--- src/rtl/convolve_image_seq_if.sv ---
// convolve_image_seq_if: control, memory-port and result-stream bundle for convolve_image_seq
interface convolve_image_seq_if #(
  parameter int N = 10,
  parameter int K = 5,
  parameter int W = 16
);
  localparam int M   = N - K + 1;
  localparam int IAW = N * N > 1 ? $clog2(N * N) : 1;
  localparam int FAW = K * K > 1 ? $clog2(K * K) : 1;
  localparam int OAW = M * M > 1 ? $clog2(M * M) : 1;
  logic           start;
  logic           relu_en;
  logic           busy;
  logic           done;
  logic [IAW-1:0] img_addr;
  logic [W-1:0]   img_data;
  logic [FAW-1:0] flt_addr;
  logic [W-1:0]   flt_data;
  logic           out_valid;
  logic [W-1:0]   out_data;
  logic [OAW-1:0] out_addr;
  modport master (
    output start, relu_en, img_data, flt_data,
    input  busy, done, img_addr, flt_addr, out_valid, out_data, out_addr
  );
  modport slave (
    input  start, relu_en, img_data, flt_data,
    output busy, done, img_addr, flt_addr, out_valid, out_data, out_addr
  );
endinterface

--- src/rtl/convolve_image_seq.sv ---
// convolve_image_seq: valid-mode KxK convolution over an NxN image with one shared MAC and saturating output
module convolve_image_seq #(
  parameter int N    = 10,
  parameter int K    = 5,
  parameter int W    = 16,
  parameter int FRAC = 10
) (
  input logic                clk,
  input logic                rst,
  convolve_image_seq_if.slave bus
);
  localparam int M   = N - K + 1;
  localparam int AW  = 2 * W + $clog2(K * K);
  localparam int IAW = N * N > 1 ? $clog2(N * N) : 1;
  localparam int FAW = K * K > 1 ? $clog2(K * K) : 1;
  localparam int OAW = M * M > 1 ? $clog2(M * M) : 1;
  localparam int CW  = $clog2(N + 1);
  localparam logic signed [AW-1:0] SMAX = {{(AW-W+1){1'b0}}, {(W-1){1'b1}}};
  localparam logic signed [AW-1:0] SMIN = ~SMAX;
  typedef enum logic [2:0] {IDLE, ISSUE, LAST, EMIT, DONE} state_t;
  state_t                 state_q;
  logic [CW-1:0]          r_q, c_q, i_q, j_q, nr, nc, ni, nj, ar, ac, ai, aj;
  logic                   relu_q, busy_q, done_q, out_valid_q;
  logic [W-1:0]           out_data_q, sat, res;
  logic [OAW-1:0]         out_addr_q, out_addr_nx;
  logic [IAW-1:0]         img_addr_q, img_nx;
  logic [FAW-1:0]         flt_addr_q, flt_nx;
  logic signed [AW-1:0]   acc_q, prod_x, s;
  logic signed [2*W-1:0]  prod;
  logic                   i_last, j_last, r_last, c_last;
  always_comb begin
    j_last = j_q == CW'(K - 1);
    i_last = i_q == CW'(K - 1);
    c_last = c_q == CW'(M - 1);
    r_last = r_q == CW'(M - 1);
    nj = j_last ? '0 : j_q + 1'b1;
    ni = j_last ? i_q + 1'b1 : i_q;
    nc = c_last ? '0 : c_q + 1'b1;
    nr = c_last ? r_q + 1'b1 : r_q;
    // Address targets: next tap in ISSUE, first tap of the next window in EMIT, origin on accept
    ar = state_q == EMIT ? nr : state_q == ISSUE ? r_q : '0;
    ac = state_q == EMIT ? nc : state_q == ISSUE ? c_q : '0;
    ai = state_q == ISSUE ? ni : '0;
    aj = state_q == ISSUE ? nj : '0;
    img_nx = IAW'((32'(ar) + 32'(ai)) * N + 32'(ac) + 32'(aj));
    flt_nx = FAW'(32'(ai) * K + 32'(aj));
    out_addr_nx = OAW'(32'(r_q) * M + 32'(c_q));
    prod = (2*W)'($signed(bus.img_data)) * (2*W)'($signed(bus.flt_data));
    prod_x = AW'(prod);
    s = acc_q >>> FRAC;
    sat = s > SMAX ? {1'b0, {(W-1){1'b1}}} : s < SMIN ? {1'b1, {(W-1){1'b0}}} : s[W-1:0];
    res = relu_q && sat[W-1] ? '0 : sat;
  end
  always_ff @(posedge clk or posedge rst) begin
    if (rst) begin
      state_q <= IDLE;
      {r_q, c_q, i_q, j_q} <= '0;
      {relu_q, busy_q, done_q, out_valid_q} <= '0;
      out_data_q <= '0;
      out_addr_q <= '0;
      img_addr_q <= '0;
      flt_addr_q <= '0;
      acc_q <= '0;
    end else begin
      out_valid_q <= 1'b0;
      done_q <= 1'b0;
      case (state_q)
        IDLE: if (bus.start) begin
          relu_q <= bus.relu_en;
          {r_q, c_q, i_q, j_q} <= '0;
          img_addr_q <= img_nx;
          flt_addr_q <= flt_nx;
          busy_q <= 1'b1;
          state_q <= ISSUE;
        end
        ISSUE: begin
          acc_q <= (i_q == '0 && j_q == '0) ? '0 : acc_q + prod_x;
          if (i_last && j_last) state_q <= LAST;
          else begin
            i_q <= ni;
            j_q <= nj;
            img_addr_q <= img_nx;
            flt_addr_q <= flt_nx;
          end
        end
        LAST: begin
          acc_q <= acc_q + prod_x;
          state_q <= EMIT;
        end
        EMIT: begin
          out_valid_q <= 1'b1;
          out_data_q <= res;
          out_addr_q <= out_addr_nx;
          r_q <= nr;
          c_q <= nc;
          if (r_last && c_last) state_q <= DONE;
          else begin
            i_q <= '0;
            j_q <= '0;
            img_addr_q <= img_nx;
            flt_addr_q <= flt_nx;
            state_q <= ISSUE;
          end
        end
        DONE: begin
          done_q <= 1'b1;
          busy_q <= 1'b0;
          state_q <= IDLE;
        end
        default: state_q <= IDLE;
      endcase
    end
  end
  assign bus.busy      = busy_q;
  assign bus.done      = done_q;
  assign bus.out_valid = out_valid_q;
  assign bus.out_data  = out_data_q;
  assign bus.out_addr  = out_addr_q;
  assign bus.img_addr  = img_addr_q;
  assign bus.flt_addr  = flt_addr_q;
endmodule

--- src/flat_wrapper.sv ---
// flat-port wrapper written by rule: the top's interface ports become plain ports
module convolve_image_seq_flat 
#(
  parameter int N    = 10,
  parameter int K    = 5,
  parameter int W    = 16,
  parameter int FRAC = 10
)
  (clk, rst, bus_start, bus_relu_en, bus_img_data, bus_flt_data, bus_busy, bus_done, bus_img_addr, bus_flt_addr, bus_out_valid, bus_out_data, bus_out_addr);
  convolve_image_seq_if #(.N(N), .K(K), .W(W)) bus_i ();
  input logic clk;
  input logic rst;
  input wire logic [$bits(bus_i.start)-1:0] bus_start;
  input wire logic [$bits(bus_i.relu_en)-1:0] bus_relu_en;
  input wire logic [$bits(bus_i.img_data)-1:0] bus_img_data;
  input wire logic [$bits(bus_i.flt_data)-1:0] bus_flt_data;
  output wire logic [$bits(bus_i.busy)-1:0] bus_busy;
  output wire logic [$bits(bus_i.done)-1:0] bus_done;
  output wire logic [$bits(bus_i.img_addr)-1:0] bus_img_addr;
  output wire logic [$bits(bus_i.flt_addr)-1:0] bus_flt_addr;
  output wire logic [$bits(bus_i.out_valid)-1:0] bus_out_valid;
  output wire logic [$bits(bus_i.out_data)-1:0] bus_out_data;
  output wire logic [$bits(bus_i.out_addr)-1:0] bus_out_addr;
  assign bus_i.start = bus_start;
  assign bus_i.relu_en = bus_relu_en;
  assign bus_i.img_data = bus_img_data;
  assign bus_i.flt_data = bus_flt_data;
  assign bus_busy = bus_i.busy;
  assign bus_done = bus_i.done;
  assign bus_img_addr = bus_i.img_addr;
  assign bus_flt_addr = bus_i.flt_addr;
  assign bus_out_valid = bus_i.out_valid;
  assign bus_out_data = bus_i.out_data;
  assign bus_out_addr = bus_i.out_addr;
  convolve_image_seq #(.N(N), .K(K), .W(W), .FRAC(FRAC)) u_core (.clk(clk), .rst(rst), .bus(bus_i));
endmodule
--- config.mk ---
export PLATFORM = sky130hd
export DESIGN_NAME = convolve_image_seq_flat
export DESIGN_NICKNAME = d
export VERILOG_FILES = /design/src/rtl/convolve_image_seq_if.sv /design/src/rtl/convolve_image_seq.sv /design/src/flat_wrapper.sv
export SDC_FILE = /design/constraint.sdc
export NUM_CORES = 1
export LEC_CHECK = 0
export BUFFER_PORTS_ARGS = -buffer_cell sky130_fd_sc_hd__buf_2
export CORE_ASPECT_RATIO = 0.6
export CORE_MARGIN = 2
export CORE_UTILIZATION = 65
export DETAILED_ROUTE_END_ITERATION = 8
export GPL_ROUTABILITY_DRIVEN = 0
export GPL_TIMING_DRIVEN = 1
export MAX_ROUTING_LAYER = met4
export PLACE_DENSITY = 0.94
export SYNTH_ARGS = -nofsm -noshare
export SYNTH_HDL_FRONTEND = slang
export SYNTH_SLANG_ARGS = --single-unit
export TNS_END_PERCENT = 20
--- constraint.sdc ---
create_clock -name clk -period 5.4 [get_ports clk]
set_input_delay 1.62 -clock clk [delete_from_list [all_inputs] [get_ports clk]]
set_output_delay 1.62 -clock clk [all_outputs]
set_load 0.05 [all_outputs]
==> results of run 1 <==
==> Yosys cell counts (all sizes together) (2+ instances only) <==
cell type	count
o221ai	2
nand3b	2
o31a	2
buf	3
fa	273
or2	7
and2	134
or4	2
dfrtp	94
nand3	10
a21oi	63
a21o	33
xor2	30
or3	7
o31ai	9
nor2b	10
o211ai	3
xnor2	55
inv	364
nand2b	20
o21ai	107
a211oi	8
a2111oi	3
a22o	3
o21a	9
o2111ai	2
nand4	6
a311oi	2
and4	2
nand2	262
o22ai	4
ha	153
o311ai	3
nor3	12
a31oi	7
o21bai	10
a32o	3
and3	6
clkbuf	50
nand4b	2
nor4	7
a21boi	3
nor2	75
==> kinds of logic after synthesis <==
group / Yosys count / share of synthesized area
AO/OA/AOI/OAI: 289 / 0.1106
XOR/XNOR: 86 / 0.04599
adder cells (fa/ha/maj): 426 / 0.4425
buffers and inverters: 418 / 0.09460
flip-flops: 94 / 0.1410
multiplexers: 1 / 0.0006752
AND/OR/NAND/NOR: 568 / 0.1646
==> stage by stage <==
| step | cell area (um2) | setup slack, ps |
|---|---|---|
| CTS | 20810 | -3747 |
| global placement | 19570 | -3785 |
| floorplan | 17110 | -3476 |
| detailed placement | 19570 | -4381 |
==> per-layer routing <==
metal | track usage | overflow
met3 | 0.7724 | 37
met4 | 0.7891 | 68
met5 | - | -
met1 | 0.8115 | 33
met2 | 0.9243 | 120
==> timing repair <==
item                       4_1_cts
gates cloned                     1
pin swaps                      102
setup endpoints to repair       31
resized for setup              185
buffers inserted                28
==> run_results.csv, run 1 <==
group,metric,value,unit
outcome,outcome,"did not finish",
outcome,lastStage,"global routing",
outcome,toolErrorMsg,"[ERROR GRT-0116] Global routing finished with congestion. Check the congestion regions in the DRC Viewer.",
placed_design,numPortBuffers,72,
global_routing,grt_max_degree,59,
floorplanning,die_w,210.8,um
placed_design,hpwl,44.72,mm
clocking,postCtsHoldBufs,0,
yosys,postSynthAreaPerCell,8.861,um2
global_routing,grt_overflow,258,
yosys,synth-edff-count,0,
clocking,htreeDepth,3,
global_routing,grt_pass1_vias,22865,
clocking,cts_buffers,9,
yosys,yosys.area.top_type_share,0.3277,
yosys,synth_flop_cell,"dfrtp_1",
yosys,yosys_warnings,0,
placed_design,dp.cells,2493,
yosys,async_flop_share,1.000,
yosys,synth.area.top_cells,"fa_1 33%, dfrtp_1 14%, ha_1 11%",
global_routing,grt_pass1_wl,157.4,mm
floorplanning,die_height,128.1,um
yosys,ys_seq_area_frac,0.1410,
yosys,yosysTopAreaCell,"fa_1",
yosys,synth.net_count,2344,
clocking,clkSinkCount,94,
yosys,ys_types,84,
global_routing,grt_use_total,0.8322,
floorplanning,io_pins,73,
clocking,cts_buffer_depth,2,
yosys,ys_seq_elements,94,
floorplanning,floorplan.rows,45,
yosys,netlist_area,16680,um2
yosys,syn_inst,1882,
floorplanning,start_util,0.6612,
clocking,cts_root_buf,"clkbuf_16",
==> inputs of run 2 (changes only) <==
--- a/config.mk
+++ b/config.mk
@@ -6,14 +6,12 @@
 export NUM_CORES = 1
 export LEC_CHECK = 0
 export BUFFER_PORTS_ARGS = -buffer_cell sky130_fd_sc_hd__buf_2
-export CORE_ASPECT_RATIO = 0.6
 export CORE_MARGIN = 2
-export CORE_UTILIZATION = 65
+export CORE_UTILIZATION = 40
 export DETAILED_ROUTE_END_ITERATION = 8
 export GPL_ROUTABILITY_DRIVEN = 0
 export GPL_TIMING_DRIVEN = 1
-export MAX_ROUTING_LAYER = met4
-export PLACE_DENSITY = 0.94
+export PLACE_DENSITY_LB_ADDON = 0.15
 export SYNTH_ARGS = -nofsm -noshare
 export SYNTH_HDL_FRONTEND = slang
 export SYNTH_SLANG_ARGS = --single-unit
==> run 2 against run 1 <==
  * The flow now finishes, with violations (setup timing)
  * Synthesized area stayed put
  * Synthesized cell count unchanged
==> run_results.csv, run 2 <==
group,metric,value,unit
final_layout,syn_to_final_growth,25.64,%
critical_path,r2r-end,"u_core.bus.img_addr[6]$_DFFE_PP0P_",
clocking,clk_latency,370,ps
clocking,tritoncts,"done",
critical_path,worst_r2r_path_depth,18,
yosys,synth-edff-count,0,
outcome,outcome,"finished, violations left",
yosys,netlist_area,16680,um2
yosys,ys_seq_area_frac,0.1410,
critical_path,critPathRequiredTime,5700,ps
global_routing,antenna_found_initial,0,
yosys,yosys_warnings,0,
outcome,violations,"setup timing",
final_layout,antenna_cells,0,
detailed_routing,ant_nets,0,
critical_path,r2r-start,"u_core.c_q[1]$_DFFE_PP0P_",
floorplanning,io_pins,73,
hold_path,hold_path_class,"flip-flop to flip-flop",
sta,finalSetupViolCount,31,
clocking,htreeDepth,3,
critical_path,worstPathArrival,9230,ps
sta,report.final.slew_viol_count,0,
sta,fin_crit_sh,1.655,
placed_design,hpwl,34.13,mm
yosys,synth_flop_cell,"dfrtp_1",
final_layout,regMostFlops,"u_core.acc_q",
detailed_routing,drc,0,
yosys,yosysTopAreaCell,"fa_1",
clocking,cts_buffers,9,
critical_path,critPathCapture,"u_core.acc_q[36]$_DFFE_PP0P_",
critical_path,critical_path.slowest_cell,"fa_1",
sta,clock-skew-final,8.170,ps
final_layout,drive_gt1_frac,0.2471,
yosys,synth.net_count,2344,
sta,rsz0062_at_grt,"true",
clocking,cts_root_buf,"clkbuf_16",
detailed_routing,dr.pass1.iters,5,
floorplanning,floorplan.rows,74,
final_layout,num-nets-final,2663,
sta,final.setup.worst_slack,-3537,ps
sta,max_clock_freq,0.1119,GHz
sta,relSlewSlack,0.2648,
final_layout,largest_register_ffs,37,
detailed_routing,via_per_inst,4.888,
placed_design,numPortBuffers,72,
floorplanning,start_util,0.4066,
final_layout,multi_input_area,13510,um2
clocking,clkSinkCount,94,
critical_path,crit_top_cell,"fa_1",
floorplanning,die_w,208.2,um
critical_path,cp_max_fo,11,
yosys,ys_seq_elements,94,
yosys,postSynthAreaPerCell,8.861,um2
critical_path,rrSetupSlack,1000,ps
yosys,async_flop_share,1.000,
global_routing,grt_use_total,0.1954,
clocking,cts_buffer_depth,2,
critical_path,worst_path_largest_cell_delay,570,ps
clocking,clkSlewWorstSetupHoldPaths,70,ps
global_routing,grt_pass1_vias,14145,
floorplanning,die_height,208.2,um
global_routing,grt_max_degree,77,
run,drv_cap,0,
critical_path,cp-startpoint,"bus_img_data[5]",
placed_design,dp_slack,-3943,ps
critical_path,cp-end-kind,"flip-flop",
sta,period_needed,8937,ps
placed_design,dp.cells,2699,
global_routing,grt_pass1_wl,69.38,mm
final_layout,seqCellArea,2352,um2
yosys,synth.area.top_cells,"fa_1 33%, dfrtp_1 14%, ha_1 11%",
detailed_routing,totalWireLength,40.95,mm
final_layout,final_cell_mix,"345 x inv_1, 282 x buf_4, 259 x fa_1, 253 x nand2_1, 136 x ha_1",
yosys,yosys.area.top_type_share,0.3277,
detailed_routing,vias,13383,
critical_path,start_kind,"primary input",
floorplanning,fp.coreArea,41020,um2
yosys,yosysMostFrequentCell,"inv_1",
floorplanning,die_area,43340,um2
global_routing,grt_overflow,0,
final_layout,final_cells,2738,
yosys,synth.top_cells.by_count,"364 x inv_1, 273 x fa_1, 261 x nand2_1, 153 x ha_1, 134 x and2_1",
final_layout,fillers,3914,
yosys,syn_inst,1882,
detailed_routing,drtIter0Drc,457,
detailed_routing,routedWlPerCell,14.95,um
sta,hold_slack,474.7,ps
sta,worstMarginPinSlew,1102,ps
sta,finalHoldViolations,0,
critical_path,critical_path_class,"primary input to flip-flop",
final_layout,final_common_cell,"inv_1",
yosys,ys_types,84,
==> run 2: cell counts after synthesis <==
No cell type changed its count.
==> run 2: cell families (layout without fill, tap and decap cells) <==
kind of cell | after synthesis | after routing | share of synthesized area
XOR/XNOR | 86 | 86 | 0.04599
flip-flops | 94 | 94 | 0.1410
buffers and inverters | 418 | 742 | 0.09460
adder cells (fa/ha/maj) | 426 | 426 | 0.4425
AO/OA/AOI/OAI | 289 | 289 | 0.1106
multiplexers | 1 | 1 | 0.0006752
AND/OR/NAND/NOR | 568 | 568 | 0.1646
==> run 2: metrics by stage <==
step	TNS, ps	utilization	instance area [um2]
floorplan	-69980	-	17110
global placement	-91570	0.4823	19780
detailed placement	-92890	0.4823	19780
CTS	-75720	0.5015	20570
global route	-83130	0.5109	20950
finish	-74840	0.5109	20950
==> run 2: how the worst min path moves through the flow <==
stage / start / to / depth (start not counted)
finish: u_core.bus.flt_addr[1]$_DFFE_PP0P_ / u_core.bus.flt_addr[1]$_DFFE_PP0P_ / 2
floorplan: u_core.acc_q[9]$_DFFE_PP0P_ / u_core.acc_q[9]$_DFFE_PP0P_ / 2
global placement: u_core.bus.flt_addr[2]$_DFFE_PP0P_ / u_core.bus.flt_addr[2]$_DFFE_PP0P_ / 2
detailed placement: u_core.bus.out_addr[2]$_DFFE_PP0P_ / u_core.bus.out_addr[2]$_DFFE_PP0P_ / 2
CTS: u_core.bus.flt_addr[1]$_DFFE_PP0P_ / u_core.bus.flt_addr[1]$_DFFE_PP0P_ / 2
global route: u_core.bus.out_data[2]$_DFFE_PP0P_ / u_core.bus.out_data[2]$_DFFE_PP0P_ / 2
==> run 2: layer usage <==
metal / part of all wire / track usage / up-vias
li1: - / - / 6515
met2: 0.51 / 0.3404 / 174
met3: 0.028 / 0.02475 / 42
met1: 0.45 / 0.2613 / 6652
met4: 0.015 / 0.04019 / 0
met5: 0 / 0 / -
==> run 2: layout make-up <==
| type | count | area share |
|---|---|---|
| well taps | 532 | 0.03177 |
| repair buffers | 361 | 0.1313 |
| clock buffers | 10 | 0.01141 |
| multi-input cells | 1370 | 0.6447 |
| flip-flops and latches | 94 | 0.1123 |
| clock inverters | 6 | 0.002568 |
| inverters | 365 | 0.06598 |
==> run 2: what timing repair did <==
action / 4_1_cts / 5_1_grt
hold buffers: 0 / 0
hold endpoints to repair: 0 / 0
setup endpoints to repair: 31 / 31
gates resized for setup: 99 / 80
cloned: 0 / 0
pin swaps: 58 / 77
buffers inserted: 14 / 10
==> run 2: critical path: cells and delay by family <==
kind,cells,cell delay [ps]
and+or+nand+nor,11,2150
adders and majority gates,8,3680
buffers and inverters,7,590
AOI/OAI and AO/OA,8,1180
Power of run 2 is left out: the tool's default activity adds up to more than one toggle a clock period on the data nets, which glitch-free logic cannot reach.
